--- config.mk ---
export PLATFORM = sky130hd
export DESIGN_NAME = keypad_decoder
export DESIGN_NICKNAME = d
export VERILOG_FILES = /design/src/rtl/keypad_decoder_pkg.sv /design/src/rtl/keypad_decoder_debouncer.sv /design/src/rtl/keypad_decoder.sv
export SDC_FILE = /design/constraint.sdc
export NUM_CORES = 1
export LEC_CHECK = 0
export ABC_AREA = 1
export CORE_MARGIN = 4
export CORE_UTILIZATION = 49
export CTS_CLUSTER_DIAMETER = 40
export CTS_CLUSTER_SIZE = 24
export DETAILED_ROUTE_END_ITERATION = 10
export GPL_ROUTABILITY_DRIVEN = 0
export PLACE_DENSITY = 0.66
export SLEW_MARGIN = 10
export SYNTH_ARGS = -nofsm -noshare
export SYNTH_HDL_FRONTEND = slang
export SYNTH_HIERARCHICAL = 1
export SYNTH_SLANG_ARGS = --single-unit
--- constraint.sdc ---
create_clock -name clk -period 5.8 [get_ports clk]
set_clock_uncertainty 0.05 [all_clocks]
set_input_delay 1.16 -clock clk [delete_from_list [all_inputs] [get_ports clk]]
set_output_delay 1.16 -clock clk [all_outputs]
set_load 0.03 [all_outputs]
--- src/rtl/keypad_decoder_pkg.sv ---
`default_nettype none
// ============================================================================
//  Module   : keypad_decoder_pkg
//  Purpose  : Shared game constants for the keypad front end: note encoding
//             (REST, EOF, note count), keypad key-index meanings, default
//             octave limits, the key-code type and the raw key-priority
//             function used by the scanner.
//  Ports    : none (package)
//  Revision : 1.0  initial release
// ============================================================================
package keypad_decoder_pkg;

  // Note encoding shared with the melody/scoring path.
  localparam logic [3:0] NOTE_REST  = 4'd0;
  localparam logic [3:0] NOTE_EOF   = 4'd15;
  localparam int         NOTE_COUNT = 12;

  // Key codes are keypad indices 0..13; KEY_NONE means nothing valid held.
  typedef logic [4:0] key_code_t;

  localparam key_code_t KEY_OCT_DOWN = 5'd12;
  localparam key_code_t KEY_OCT_UP   = 5'd13;
  localparam key_code_t KEY_NONE     = 5'd31;

  localparam int OCT_MIN_DEFAULT   = 1;
  localparam int OCT_MAX_DEFAULT   = 7;
  localparam int OCT_RESET_DEFAULT = 4;

  // Lowest valid pressed index wins, so a note key always beats an octave
  // key. Indices 14 and 15 are treated as not pressed.
  function automatic key_code_t first_valid_key(input logic [15:0] pressed);
    key_code_t code;
    code = KEY_NONE;
    for (int i = 15; i >= 0; i--) begin
      if (pressed[i] && (i <= int'(KEY_OCT_UP))) begin
        code = key_code_t'(i);
      end
    end
    return code;
  endfunction

endpackage
`default_nettype wire

--- src/rtl/keypad_decoder_debouncer.sv ---
`default_nettype none
// ============================================================================
//  Module   : key_debouncer
//  Purpose  : Accepts a new key code only after it has been seen on
//             DEBOUNCE_SCANS consecutive full keypad scans.
//  Ports    : clk          system clock, rising edge
//             rst          asynchronous active-high reset
//             raw_code     per-scan key code, valid when scan_done is high
//             scan_done    one-cycle strobe marking a complete scan
//             stable_code  debounced key code (KEY_NONE after reset)
//  Revision : 1.0  initial release
// ============================================================================
module key_debouncer
  import keypad_decoder_pkg::*;
#(
  parameter int DEBOUNCE_SCANS = 4
) (
  input  logic      clk,
  input  logic      rst,
  input  key_code_t raw_code,
  input  logic      scan_done,
  output key_code_t stable_code
);

  localparam int CNT_W = $clog2(DEBOUNCE_SCANS + 1);
  localparam logic [CNT_W-1:0] CNT_TARGET = CNT_W'(DEBOUNCE_SCANS);
  localparam logic [CNT_W-1:0] CNT_ONE    = CNT_W'(1);

  key_code_t        prev_raw_q, prev_raw_d;
  key_code_t        stable_q, stable_d;
  logic [CNT_W-1:0] match_cnt_q, match_cnt_d;

  always_comb begin
    prev_raw_d  = prev_raw_q;
    match_cnt_d = match_cnt_q;
    stable_d    = stable_q;
    if (scan_done) begin
      prev_raw_d = raw_code;
      if (raw_code == prev_raw_q) begin
        // Saturate at the target so a long hold never wraps the counter.
        if (match_cnt_q != CNT_TARGET) begin
          match_cnt_d = match_cnt_q + CNT_ONE;
        end
      end else begin
        // A differing scan counts as the first sighting of the new code.
        match_cnt_d = CNT_ONE;
      end
      if (match_cnt_d == CNT_TARGET) begin
        stable_d = raw_code;
      end
    end
  end

  always_ff @(posedge clk or posedge rst) begin
    if (rst) begin
      prev_raw_q  <= KEY_NONE;
      match_cnt_q <= '0;
      stable_q    <= KEY_NONE;
    end else begin
      prev_raw_q  <= prev_raw_d;
      match_cnt_q <= match_cnt_d;
      stable_q    <= stable_d;
    end
  end

  assign stable_code = stable_q;

endmodule
`default_nettype wire

--- src/rtl/keypad_decoder.sv ---
`default_nettype none
// ============================================================================
//  Module   : keypad_decoder
//  Purpose  : Scans the 4x4 player keypad, debounces it and converts the held
//             key into the note/octave pair consumed by the scoring stage.
//  Ports    : clk            system clock, rising edge
//             rst            asynchronous active-high reset
//             row[3:0]       row drive, active-low, one row low at a time
//             col[3:0]       column sense, active-low, asynchronous
//             keypad_note    debounced note (0 = no note key held)
//             keypad_octave  current octave, MIN_OCT..MAX_OCT
//             key_pressed    high while any debounced key is held
//  Revision : 1.0  initial release
// ============================================================================
module keypad_decoder
  import keypad_decoder_pkg::*;
#(
  parameter int SCAN_DIV       = 50000,
  parameter int DEBOUNCE_SCANS = 4,
  parameter int MIN_OCT        = OCT_MIN_DEFAULT,
  parameter int MAX_OCT        = OCT_MAX_DEFAULT,
  parameter int DEFAULT_OCT    = OCT_RESET_DEFAULT
) (
  input  logic       clk,
  input  logic       rst,
  output logic [3:0] row,
  input  logic [3:0] col,
  output logic [3:0] keypad_note,
  output logic [3:0] keypad_octave,
  output logic       key_pressed
);

  localparam int DWELL_W = $clog2(SCAN_DIV);
  localparam logic [DWELL_W-1:0] DWELL_LAST = DWELL_W'(SCAN_DIV - 1);
  localparam logic [DWELL_W-1:0] DWELL_ONE  = DWELL_W'(1);

  // Column synchroniser
  logic [3:0] col_meta_q, col_meta_d;
  logic [3:0] col_sync_q, col_sync_d;

  // Scanner
  logic [DWELL_W-1:0] dwell_q, dwell_d;
  logic [1:0]         row_idx_q, row_idx_d;
  logic [15:0]        snap_q, snap_d;
  logic               row_last;
  logic               scan_done;

  // Key codes
  key_code_t raw_code;
  key_code_t stable_code;
  key_code_t last_stable_q, last_stable_d;

  // Output registers
  logic [3:0] note_q, note_d;
  logic [3:0] oct_q, oct_d;
  logic       pressed_q, pressed_d;

  always_comb begin
    col_meta_d = col;
    col_sync_d = col_meta_q;
  end

  // The dwell counter is at least 4 deep, so the synchronised column value
  // seen on the last dwell cycle always belongs to the row being driven.
  always_comb begin
    row_last  = (dwell_q == DWELL_LAST);
    scan_done = row_last && (row_idx_q == 2'd3);
    dwell_d   = dwell_q + DWELL_ONE;
    row_idx_d = row_idx_q;
    snap_d    = snap_q;
    if (row_last) begin
      dwell_d   = '0;
      row_idx_d = row_idx_q + 2'd1;
      snap_d[{row_idx_q, 2'b00} +: 4] = ~col_sync_q;
    end
    // On the scan-complete cycle snap_d already includes row 3, so the code
    // handed to the debouncer covers the whole scan.
    raw_code = first_valid_key(snap_d);
  end

  key_debouncer #(
    .DEBOUNCE_SCANS (DEBOUNCE_SCANS)
  ) u_debouncer (
    .clk         (clk),
    .rst         (rst),
    .raw_code    (raw_code),
    .scan_done   (scan_done),
    .stable_code (stable_code)
  );

  // Outputs react only to a change of the stable code, which gives exactly
  // one octave step per press and treats a direct key-to-key change as a
  // fresh press of the new key.
  always_comb begin
    last_stable_d = stable_code;
    note_d        = note_q;
    oct_d         = oct_q;
    pressed_d     = pressed_q;
    if (stable_code != last_stable_q) begin
      if (stable_code < key_code_t'(NOTE_COUNT)) begin
        note_d = stable_code[3:0] + 4'd1;
      end else begin
        note_d = NOTE_REST;
      end
      pressed_d = (stable_code != KEY_NONE);
      if ((stable_code == KEY_OCT_DOWN) && (oct_q > 4'(MIN_OCT))) begin
        oct_d = oct_q - 4'd1;
      end
      if ((stable_code == KEY_OCT_UP) && (oct_q < 4'(MAX_OCT))) begin
        oct_d = oct_q + 4'd1;
      end
    end
  end

  always_ff @(posedge clk or posedge rst) begin
    if (rst) begin
      col_meta_q    <= 4'hF;
      col_sync_q    <= 4'hF;
      dwell_q       <= '0;
      row_idx_q     <= 2'd0;
      snap_q        <= '0;
      last_stable_q <= KEY_NONE;
      note_q        <= NOTE_REST;
      oct_q         <= 4'(DEFAULT_OCT);
      pressed_q     <= 1'b0;
    end else begin
      col_meta_q    <= col_meta_d;
      col_sync_q    <= col_sync_d;
      dwell_q       <= dwell_d;
      row_idx_q     <= row_idx_d;
      snap_q        <= snap_d;
      last_stable_q <= last_stable_d;
      note_q        <= note_d;
      oct_q         <= oct_d;
      pressed_q     <= pressed_d;
    end
  end

  assign row           = ~(4'b0001 << row_idx_q);
  assign keypad_note   = note_q;
  assign keypad_octave = oct_q;
  assign key_pressed   = pressed_q;

endmodule
`default_nettype wire

==> flow_metrics.tcl, run 1 <==
set metrics [dict create \
    status "finished clean" \
    antenna_cells 0 \
    multi_input_area_um2 1613 \
    antenna_found_initial 0 \
    final_common_cell "nand2_1" \
    vias 2709 \
    routedWlPerCell_um 11.91 \
    synth_cells 422 \
    startpoint_type "flip-flop" \
    fin_tns_setup_ns 0 \
    final_cell_mix "nand2_1 (86), inv_1 (64), nor2_1 (50), dfrtp_1 (43), dfstp_2 (24)" \
    cts_tree "yes" \
    fin_crit_ns 3.275 \
    ys_ff_latch 67 \
    powerDensity_nw_per_um2 229.5 \
    synth_simple_gate_area_share_pct 27.42 \
    slew_headroom_pct 45.74 \
    avgSynthCellArea_um2 8.521 \
    synth_enable_flop_cells 0 \
    synth_mux_area_share_pct 0 \
    core_area_um2 6944 \
    fin_crit_sh_pct 56.46 \
    regArea_um2 1707 \
    dieArea_um2 8773 \
    die_h_um 93.67 \
    placed_area_um2 3896 \
    p_leak_nw 1.971 \
    holdCritPathClass "reg2reg" \
    htreeDepth 3 \
    dr.pass1.iters 6 \
    synthFlopType "dfrtp_1" \
    crit_type "reg2out" \
    ir_worst_vdd_v 0.0002592 \
    grt_pass1_vias 2561 \
    synth_xor_xnor_area_share_pct 3.445 \
    syn_nets 442 \
    viasPerCell 4.917 \
    hpwl_mm 4.914 \
    clk_path_buf_depth 2 \
    ios 19 \
    grt_pass1_wl_mm 11.43 \
    synth_top_family_by_area "simple AND/OR/NAND/NOR gates" \
    slew_violations 0 \
    fp.dieW_um 93.67 \
    cp.arrival_ns 2.06 \
    reg2regPathDepth 26 \
    syn-cell-area_um2 3596 \
    worst_skew_pair.late_latency_ns 0.33 \
    wl_mm 6.565 \
    drcViolationCount 0 \
    portBuffers 18 \
    end_kind "output pin" \
    drt_iter0_markers 106 \
    grt_usage_pct 16.61 \
    synth_compound_area_share_pct 9.116 \
    clk_pin_slew_ns 0.07 \
    ant_nets 0 \
    rsz0062_at_grt "false" \
    ys_warn_count 6 \
    hold_depth 0 \
    tightest_slew_ns 0.8109 \
    final_cell_area_um2 4138 \
    num-fill-cells 620 \
    grt_start_max_net_pins 55 \
    cts_resized 0 \
    cp_max_fo 7 \
    max_freq_mhz 305.4 \
    hold_viol 0 \
    ys_seq_area_share_pct 47.46 \
    drv_cap 0 \
    grt-ovfl-total 0 \
    syn2layout_area_growth_pct 15.07 \
    finalNetCount 470 \
    cts.sinks 67 \
    initial_utilization_pct 51.78 \
    drive_above_1_share_pct 18.02 \
    synthAdderAreaFrac_pct 4.871 \
    postCtsHoldBufs 0 \
    postCtsSetupBuffers 0 \
    worst-endpoint-required_ns 4.59 \
    row_count 30 \
    finalSetupViolCount 0 \
    ys_async_sr_fraction_pct 100.0 \
    root_buffer "clkbuf_8" \
    ys_types 42 \
    cts_buffers 9 \
]
[registers in the layout, indices dropped and copies added (netlist names)]
signal / cells
dwell_q: 16
snap_q: 14
last_stable_q: 5
u_debouncer/prev_raw_q: 5
u_debouncer/stable_code: 5
col_meta_q: 4
col_sync_q: 4
keypad_note: 4
keypad_octave: 4
u_debouncer/match_cnt_q: 3
row_idx_q: 2
key_pressed: 1
[where the power goes]
group | switching, mW | leakage, nW | internal [mW] | total (mW)
registers | 0.00131 | 0.836 | 0.473 | 0.474
clock network | 0.166 | 0.123 | 0.296 | 0.462
logic | 0.00944 | 1.01 | 0.00375 | 0.0132
[cells in the mapped netlist (2+ instances only)]
| cell | instances | share of area, % |
|---|---|---|
| nand2_1 | 86 | 9.0 |
| inv_1 | 65 | 6.8 |
| nor2_1 | 50 | 5.2 |
| dfrtp_1 | 43 | 30 |
| dfstp_2 | 24 | 18 |
| nand3_1 | 21 | 2.9 |
| ha_1 | 14 | 4.9 |
| o21ai_0 | 14 | 1.9 |
| a21oi_1 | 11 | 1.5 |
| nand4_1 | 10 | 1.7 |
| nand2_2 | 9 | 1.6 |
| o21ai_1 | 7 | 0.97 |
| nor2_2 | 6 | 1.0 |
| nor3_1 | 6 | 0.84 |
| o21ai_2 | 6 | 1.5 |
| xor2_1 | 6 | 1.5 |
| xnor2_1 | 5 | 1.2 |
| a31oi_1 | 4 | 0.70 |
| inv_2 | 3 | 0.31 |
| nor2_4 | 3 | 0.94 |
| o221ai_1 | 3 | 0.73 |
| and3_1 | 2 | 0.35 |
| clkbuf_1 | 2 | 0.21 |
| nand2_4 | 2 | 0.63 |
| nor3_2 | 2 | 0.56 |
| nor4_1 | 2 | 0.35 |
[layout make-up]
type | instances | share of cell area [%]
sequential | 67 | 41.25
multi-input combinational | 283 | 38.98
inverter | 70 | 6.501
timing repair buffer | 19 | 4.536
clock buffer | 11 | 3.417
tap | 96 | 2.903
clock inverter | 5 | 2.419
[per-layer routing]
metal / wire, um / GRT usage, % / up-vias
li1: - / - / 1394
met3: 271 / 5.449 / 2
met2: 3043 / 26.44 / 55
met1: 3204 / 22.03 / 1258
met4: 44 / 3.971 / 0
met5: 0 / 0 / -
[cells by family after synthesis]
kind of cell | Yosys count
adders and majority gates | 14
buffers and inverters | 72
AOI/OAI and AO/OA | 52
and+or+nand+nor | 205
DFF | 67
xor gates and xnor gates | 12
[per-stage QoR]
stage / hold WS (ns) / instances / power, mW / util [%] / setup WS (ns)
after floorplan: 0.2952 / 422 / 0.4892 / - / 2.985
after global placement: 0.2965 / 535 / 0.4962 / 56.11 / 2.640
after detailed placement: 0.2988 / 535 / 0.4963 / 56.11 / 2.564
after CTS: 0.3088 / 551 / 0.9660 / 59.59 / 2.501
after global routing: 0.3145 / 551 / 0.9899 / 59.59 / 2.157
final: 0.3072 / 551 / 0.9495 / 59.59 / 2.525
[worst max-delay path, cell delays in order (launching register included)]
cell             delay [ns]
dfrtp_1                0.47
inv_1                  0.15
ha_1                   0.29
inv_1                  0.14
clkdlybuf4s50_1        0.68
[path summary, 6_finish.rpt]
| check | startpoint | to | slack (ns) |
|---|---|---|---|
| max in group asynchronous | rst | snap_q[2]$_DFF_PP0_ | 3.97 |
| worst min-delay path | col_meta_q[1]$_DFF_PP1_ | col_sync_q[1]$_DFF_PP1_ | 0.31 |
| worst max-delay path | row_idx_q[0]$_DFFE_PP0N_ | row[2] | 2.53 |
| min in group asynchronous | rst | u_debouncer/match_cnt_q[2]$_DFFE_PP0P_ | 1.15 |
| worst max register to register | row_idx_q[0]$_DFFE_PP0N_ | u_debouncer/stable_code[2]$_DFFE_PP1P_ | 2.53 |
| worst min register to register | col_meta_q[1]$_DFF_PP1_ | col_sync_q[1]$_DFF_PP1_ | 0.31 |
(Power assumes the default switching activity.)
==> run 2: changes to the inputs <==
clock period = 3.1 ns   (was 5.8 ns; I/O delays follow)
==> run 2 against run 1 <==
  * Routed wire length rose by 5.7%
  * Final cell count rose by 1.8%
  * Sequential share of layout area fell by 0.72 points
  * Critical path type is now reg2reg
==> flow_metrics.tcl, run 2 (synthesis gave the netlist of run 1 again) <==
set metrics [dict create \
    antenna_found_initial 0 \
    finalSetupViolCount 0 \
    hpwl_mm 5.101 \
    initial_utilization_pct 51.78 \
    min_to "col_sync_q[0]$_DFF_PP1_" \
    drive_above_1_share_pct 22.58 \
    hold_viol 0 \
    reg2reg_from "row_idx_q[0]$_DFFE_PP0N_" \
    wl_met3_um 277 \
    rrSetupSlack_ns 0.24 \
    drcViolationCount 0 \
    routedWlPerCell_um 12.37 \
    grt_pass1_wl_mm 11.89 \
    max_freq_mhz 349.9 \
    wl_mm 6.940 \
    drv_cap 0 \
    root_buffer "clkbuf_8" \
    reg.largest.list "dwell_q x16, snap_q x14" \
    r2r_end "u_debouncer/stable_code[4]$_DFFE_PP1P_" \
    antenna_cells 0 \
    status "finished clean" \
    drt_iter0_markers 118 \
    row_count 30 \
    syn2layout_area_growth_pct 17.19 \
    regMostFlops "dwell_q" \
    tightest_slew_ns 0.5269 \
    end_kind "flip-flop" \
    reg2regPathDepth 19 \
    core_area_um2 6944 \
    top_layer "met4" \
    portBuffers 18 \
    worst-endpoint-required_ns 3.32 \
    dr.pass1.iters 5 \
    viasPerCell 4.979 \
    cts.sinks 67 \
    num-fill-cells 609 \
    slew_violations 0 \
    final_cell_area_um2 4214 \
    die_h_um 93.67 \
    placed_area_um2 3964 \
    startpoint_type "flip-flop" \
    holdCritPathClass "reg2reg" \
    ir_worst_vdd_v 0.0002257 \
    hold_depth 0 \
    cts_buffers 9 \
    vias 2793 \
    final_cell_mix "nand2_1 (84), inv_1 (60), nor2_1 (44), dfrtp_1 (42), dfstp_2 (24)" \
    finalNetCount 480 \
    fin_tns_setup_ns 0 \
    wl_met2_mm 3.186 \
    fin_crit_ns 2.858 \
    postCtsHoldBufs 0 \
    grt-ovfl-total 0 \
    powerDensity_nw_per_um2 363.9 \
    clk_pin_slew_ns 0.07 \
    cp.arrival_ns 3.08 \
    hp-start "col_meta_q[0]$_DFF_PP1_" \
    worst_skew_pair.late_latency_ns 0.34 \
    slew_headroom_pct 64.82 \
    largest_reg_flops 16 \
    fin_crit_sh_pct 92.20 \
    ant_nets 0 \
    dieArea_um2 8773 \
    drt-met1-wl_mm 3.325 \
    htreeDepth 3 \
    ios 19 \
    clk_path_buf_depth 2 \
    crit_type "reg2reg" \
    fp.dieW_um 93.67 \
    grt_start_max_net_pins 28 \
    p_leak_nw 2.010 \
    grt_pass1_vias 2636 \
    cts_tree "yes" \
    cp_max_fo 8 \
    grt_usage_pct 17.14 \
    final_common_cell "nand2_1" \
]
-- run 2: cell count changes in the layout (fill, tap and decap cells not counted), sizes merged --
cell,delta
buf,+10
bufinv,-3
clkinv,-2
clkbuf,+5
-- run 2: worst max path at each step --
stage	from	endpoint	slack, ns	cells past startpoint
detailed placement	dwell_q[0]$_DFF_PP0_	u_debouncer/stable_code[2]$_DFFE_PP1P_	0.06	18
global placement	dwell_q[0]$_DFF_PP0_	u_debouncer/stable_code[4]$_DFFE_PP1P_	0.10	18
global route	dwell_q[0]$_DFF_PP0_	u_debouncer/stable_code[4]$_DFFE_PP1P_	-0.03	17
CTS	dwell_q[0]$_DFF_PP0_	u_debouncer/stable_code[4]$_DFFE_PP1P_	0.006	18
floorplan	row_idx_q[0]$_DFFE_PP0N_	u_debouncer/stable_code[1]$_DFFE_PP1P_	0.28	26
finish	row_idx_q[0]$_DFFE_PP0N_	u_debouncer/stable_code[4]$_DFFE_PP1P_	0.24	19
-- run 2: where the power goes --
group	leakage (nW)	internal, mW	switching (mW)
combinational	1.10	0.00780	0.0181
sequential	0.835	0.885	0.00329
clock	0.0790	0.315	0.304
-- run 2: metal layers --
layer | global-route usage [%] | vias up
li1 | - | 1420
met1 | 23.23 | 1311
met2 | 26.15 | 49
met3 | 4.407 | 13
met4 | 7.100 | 0
met5 | 0 | -
-- run 2: critical path, stage by stage (launching register included) --
cell	delay, ns
dfrtp_1	0.39
inv_2	0.13
ha_4	0.23
buf_4	0.15
nand2_1	0.06
inv_1	0.07
nand3_1	0.07
o21ai_0	0.08
nand2_1	0.08
o21ai_1	0.10
nor2_1	0.18
nand2_1	0.10
nor2_2	0.13
and3_1	0.22
xnor2_1	0.15
nand3_2	0.16
nor2_8	0.20
nand3_4	0.11
nand2_1	0.08
nand2_1	0.06
-- run 2: area by class of cell --
cell class                 count  area [um2]  area share (%)
multi-input combinational    283        1694           40.20
timing repair buffer          29       262.8           6.235
clock buffer                  16       160.2           3.800
inverter                      70       269.0           6.384
sequential                    67        1708           40.53
tap                           96       120.1           2.850
-- run 2: repair_timing --
| action | in CTS | in global routing |
|---|---|---|
| endpoints found under the setup margin | 0 | 8 |
| resized for setup | 0 | 26 |
| buffers inserted | 0 | 1 |
| endpoints found under the hold margin | 0 | 0 |
-- run 2: through the flow --
step                setup WS, ns  power [mW]  hold slack (ns)  instances  util [%]
finish                    0.2419       1.533           0.3065        561     60.68
global route            -0.02871       1.595           0.3124        561     60.68
CTS                     0.005808       1.554           0.3071        560     59.39
detailed placement       0.05556      0.9306           0.2973        544     57.08
global placement          0.1021      0.9307           0.2953        544     57.08
floorplan                 0.2846      0.9152           0.2952        422         -
==> run 3: changes to the inputs <==
CORE_MARGIN = 8   (was 4)
CTS_BUF_LIST = sky130_fd_sc_hd__clkbuf_8   (was unset)
GPL_TIMING_DRIVEN = 0   (was unset)
==> run 3 against run 2 <==
  * Total power increased by 4.9%
  * Critical endpoint is now u_debouncer/stable_code[3]$_DFFE_PP1P_
  * Die area increased by 18%
  * Sequential share of layout area shrank 0.73 points
  * Clock-buffer cell count down 6
  * Worst hold slack worse by 0.00074 ns
  * Flip-flop and latch count unchanged
==> flow_metrics.tcl, run 3 (synthesis gave the netlist of run 1 again) <==
set metrics [dict create \
    antenna_cells 0 \
    clk_pin_slew_ns 0.07 \
    cts_tree "yes" \
    startpoint_type "flip-flop" \
    critPathMostFrequentCell "nand2_1" \
    vias 2782 \
    grt-ovfl-total 0 \
    finalNetCount 481 \
    htreeDepth 3 \
    grt_pass1_wl_mm 12.05 \
    dr.pass1.iters 4 \
    ir_worst_vdd_v 0.0001776 \
    tightest_slew_ns 0.4965 \
    grt_start_max_net_pins 33 \
    clk_path_buf_depth 2 \
    root_buffer "clkbuf_8" \
    max_stage_delay_ns 0.38 \
    cp_max_fo 8 \
    finish.utilization_pct 59.81 \
    crit_type "reg2reg" \
    slew_headroom_pct 66.85 \
    cts_buffers 9 \
    power_mw 1.609 \
    syn2layout_area_growth_pct 19.35 \
    cp.arrival_ns 3.11 \
    viasPerCell 4.924 \
    ant_nets 0 \
    initial_utilization_pct 50.11 \
    path_cells "ha_2 > nand3_4 > nor3_4 > nand2_2 > o21ai_1 > nand2_1 > nor2_2 > nand2_1 > nor2_4 > and3_4 > xnor2_1 > nand3_2 > nor2_8 > nand3_4 > nand2_1 > nand2_1" \
    reg.largest.list "dwell_q x16, snap_q x14" \
    fp.dieW_um 101.7 \
    final_common_cell "nand2_1" \
    drive_above_1_share_pct 24.25 \
    hpwl_mm 4.989 \
    finalSetupViolCount 0 \
    worst_skew_pair.late_latency_ns 0.35 \
    postCtsHoldBufs 0 \
    holdCritPathClass "reg2reg" \
    drcViolationCount 0 \
    grt_usage_pct 14.82 \
    core_area_um2 7176 \
    ios 19 \
    drt_iter0_markers 115 \
    dieArea_um2 10340 \
    fin_crit_sh_pct 93.11 \
    placed_area_um2 3920 \
    rrSetupSlack_ns 0.21 \
    p_leak_nw 2.045 \
    status "finished clean" \
    final_cell_mix "nand2_1 (85), inv_1 (64), dfrtp_1 (42), nor2_1 (40), dfstp_2 (24)" \
    final_cell_area_um2 4292 \
    end_kind "flip-flop" \
    cts.sinks 67 \
    fin_crit_ns 2.886 \
    largest_reg_flops 16 \
    max_freq_mhz 346.4 \
    powerDensity_nw_per_um2 375.0 \
    portBuffers 18 \
    row_count 31 \
    routedWlPerCell_um 12.46 \
    worst-endpoint-required_ns 3.32 \
    hold_viol 0 \
    wl_mm 7.040 \
    grt_pass1_vias 2720 \
    crit_slowest_cell "dfrtp_1" \
    antenna_found_initial 0 \
    slew_violations 0 \
    drv_cap 0 \
    regMostFlops "dwell_q" \
    die_h_um 101.7 \
]
run 3: cell type report:
| class | count | area (um2) |
|---|---|---|
| multi-input combinational | 283 | 1728 |
| fill | 636 | 2884 |
| tap | 99 | 123.9 |
| buffer | 2 | 7.507 |
| clock inverter | 6 | 50.05 |
| clock buffer | 10 | 137.6 |
| timing repair buffer | 28 | 267.8 |
| sequential | 67 | 1708 |
| inverter | 70 | 269.0 |
run 3: timing repair:
action                     4_1_cts  5_1_grt
buffers inserted                 1        8
resized for setup                5       30
cloned                           0        0
setup endpoints to repair        8        8
pin swaps                        1       11
run 3: worst paths after layout:
kind,from,endpoint,cells past startpoint
max,dwell_q[0]$_DFF_PP0_,u_debouncer/stable_code[3]$_DFFE_PP1P_,16
min,col_meta_q[0]$_DFF_PP1_,col_sync_q[0]$_DFF_PP1_,0
max reg2reg,dwell_q[0]$_DFF_PP0_,u_debouncer/stable_code[3]$_DFFE_PP1P_,16
min reg2reg,col_meta_q[0]$_DFF_PP1_,col_sync_q[0]$_DFF_PP1_,0
max in group asynchronous,rst,col_meta_q[1]$_DFF_PP1_,3
min in group asynchronous,rst,keypad_note[2]$_DFFE_PP0P_,2
run 3: where the power goes:
part	internal [mW]	switching, mW
Clock	0.381	0.314
Combinational	0.00870	0.0182
Sequential	0.885	0.00309
Total	1.27	0.335
run 3: metrics by stage:
stage                     TNS, ns  cells  hold WS, ns  worst slack [ns]
final                           0    565       0.3058            0.2136
after CTS                       0    557       0.3070          0.003471
after detailed placement   -1.485    540       0.2975           -0.2220
after global placement     -1.256    539       0.2960           -0.1910
after floorplan                 0    422       0.2952            0.2846
after global routing      -0.1891    565       0.3158          -0.04539
run 3: worst max-delay path, delay by kind of cell, from the launching register on:
| kind | cells | cell delay, ns |
|---|---|---|
| AOI/OAI and AO/OA | 1 | 0.15 |
| xor gates and xnor gates | 1 | 0.13 |
| adders and majority gates | 1 | 0.23 |
| DFF | 1 | 0.38 |
| and+or+nand+nor | 13 | 1.88 |
run 3: layer usage:
metal	wire [um]	part of all wire, %	up-vias	track usage (%)
met1	3333	47	1322	18.40
li1	-	-	1422	-
met2	3359	48	28	23.59
met4	126	1.8	0	6.873
met5	0	0	-	0
met3	220	3.1	10	3.711
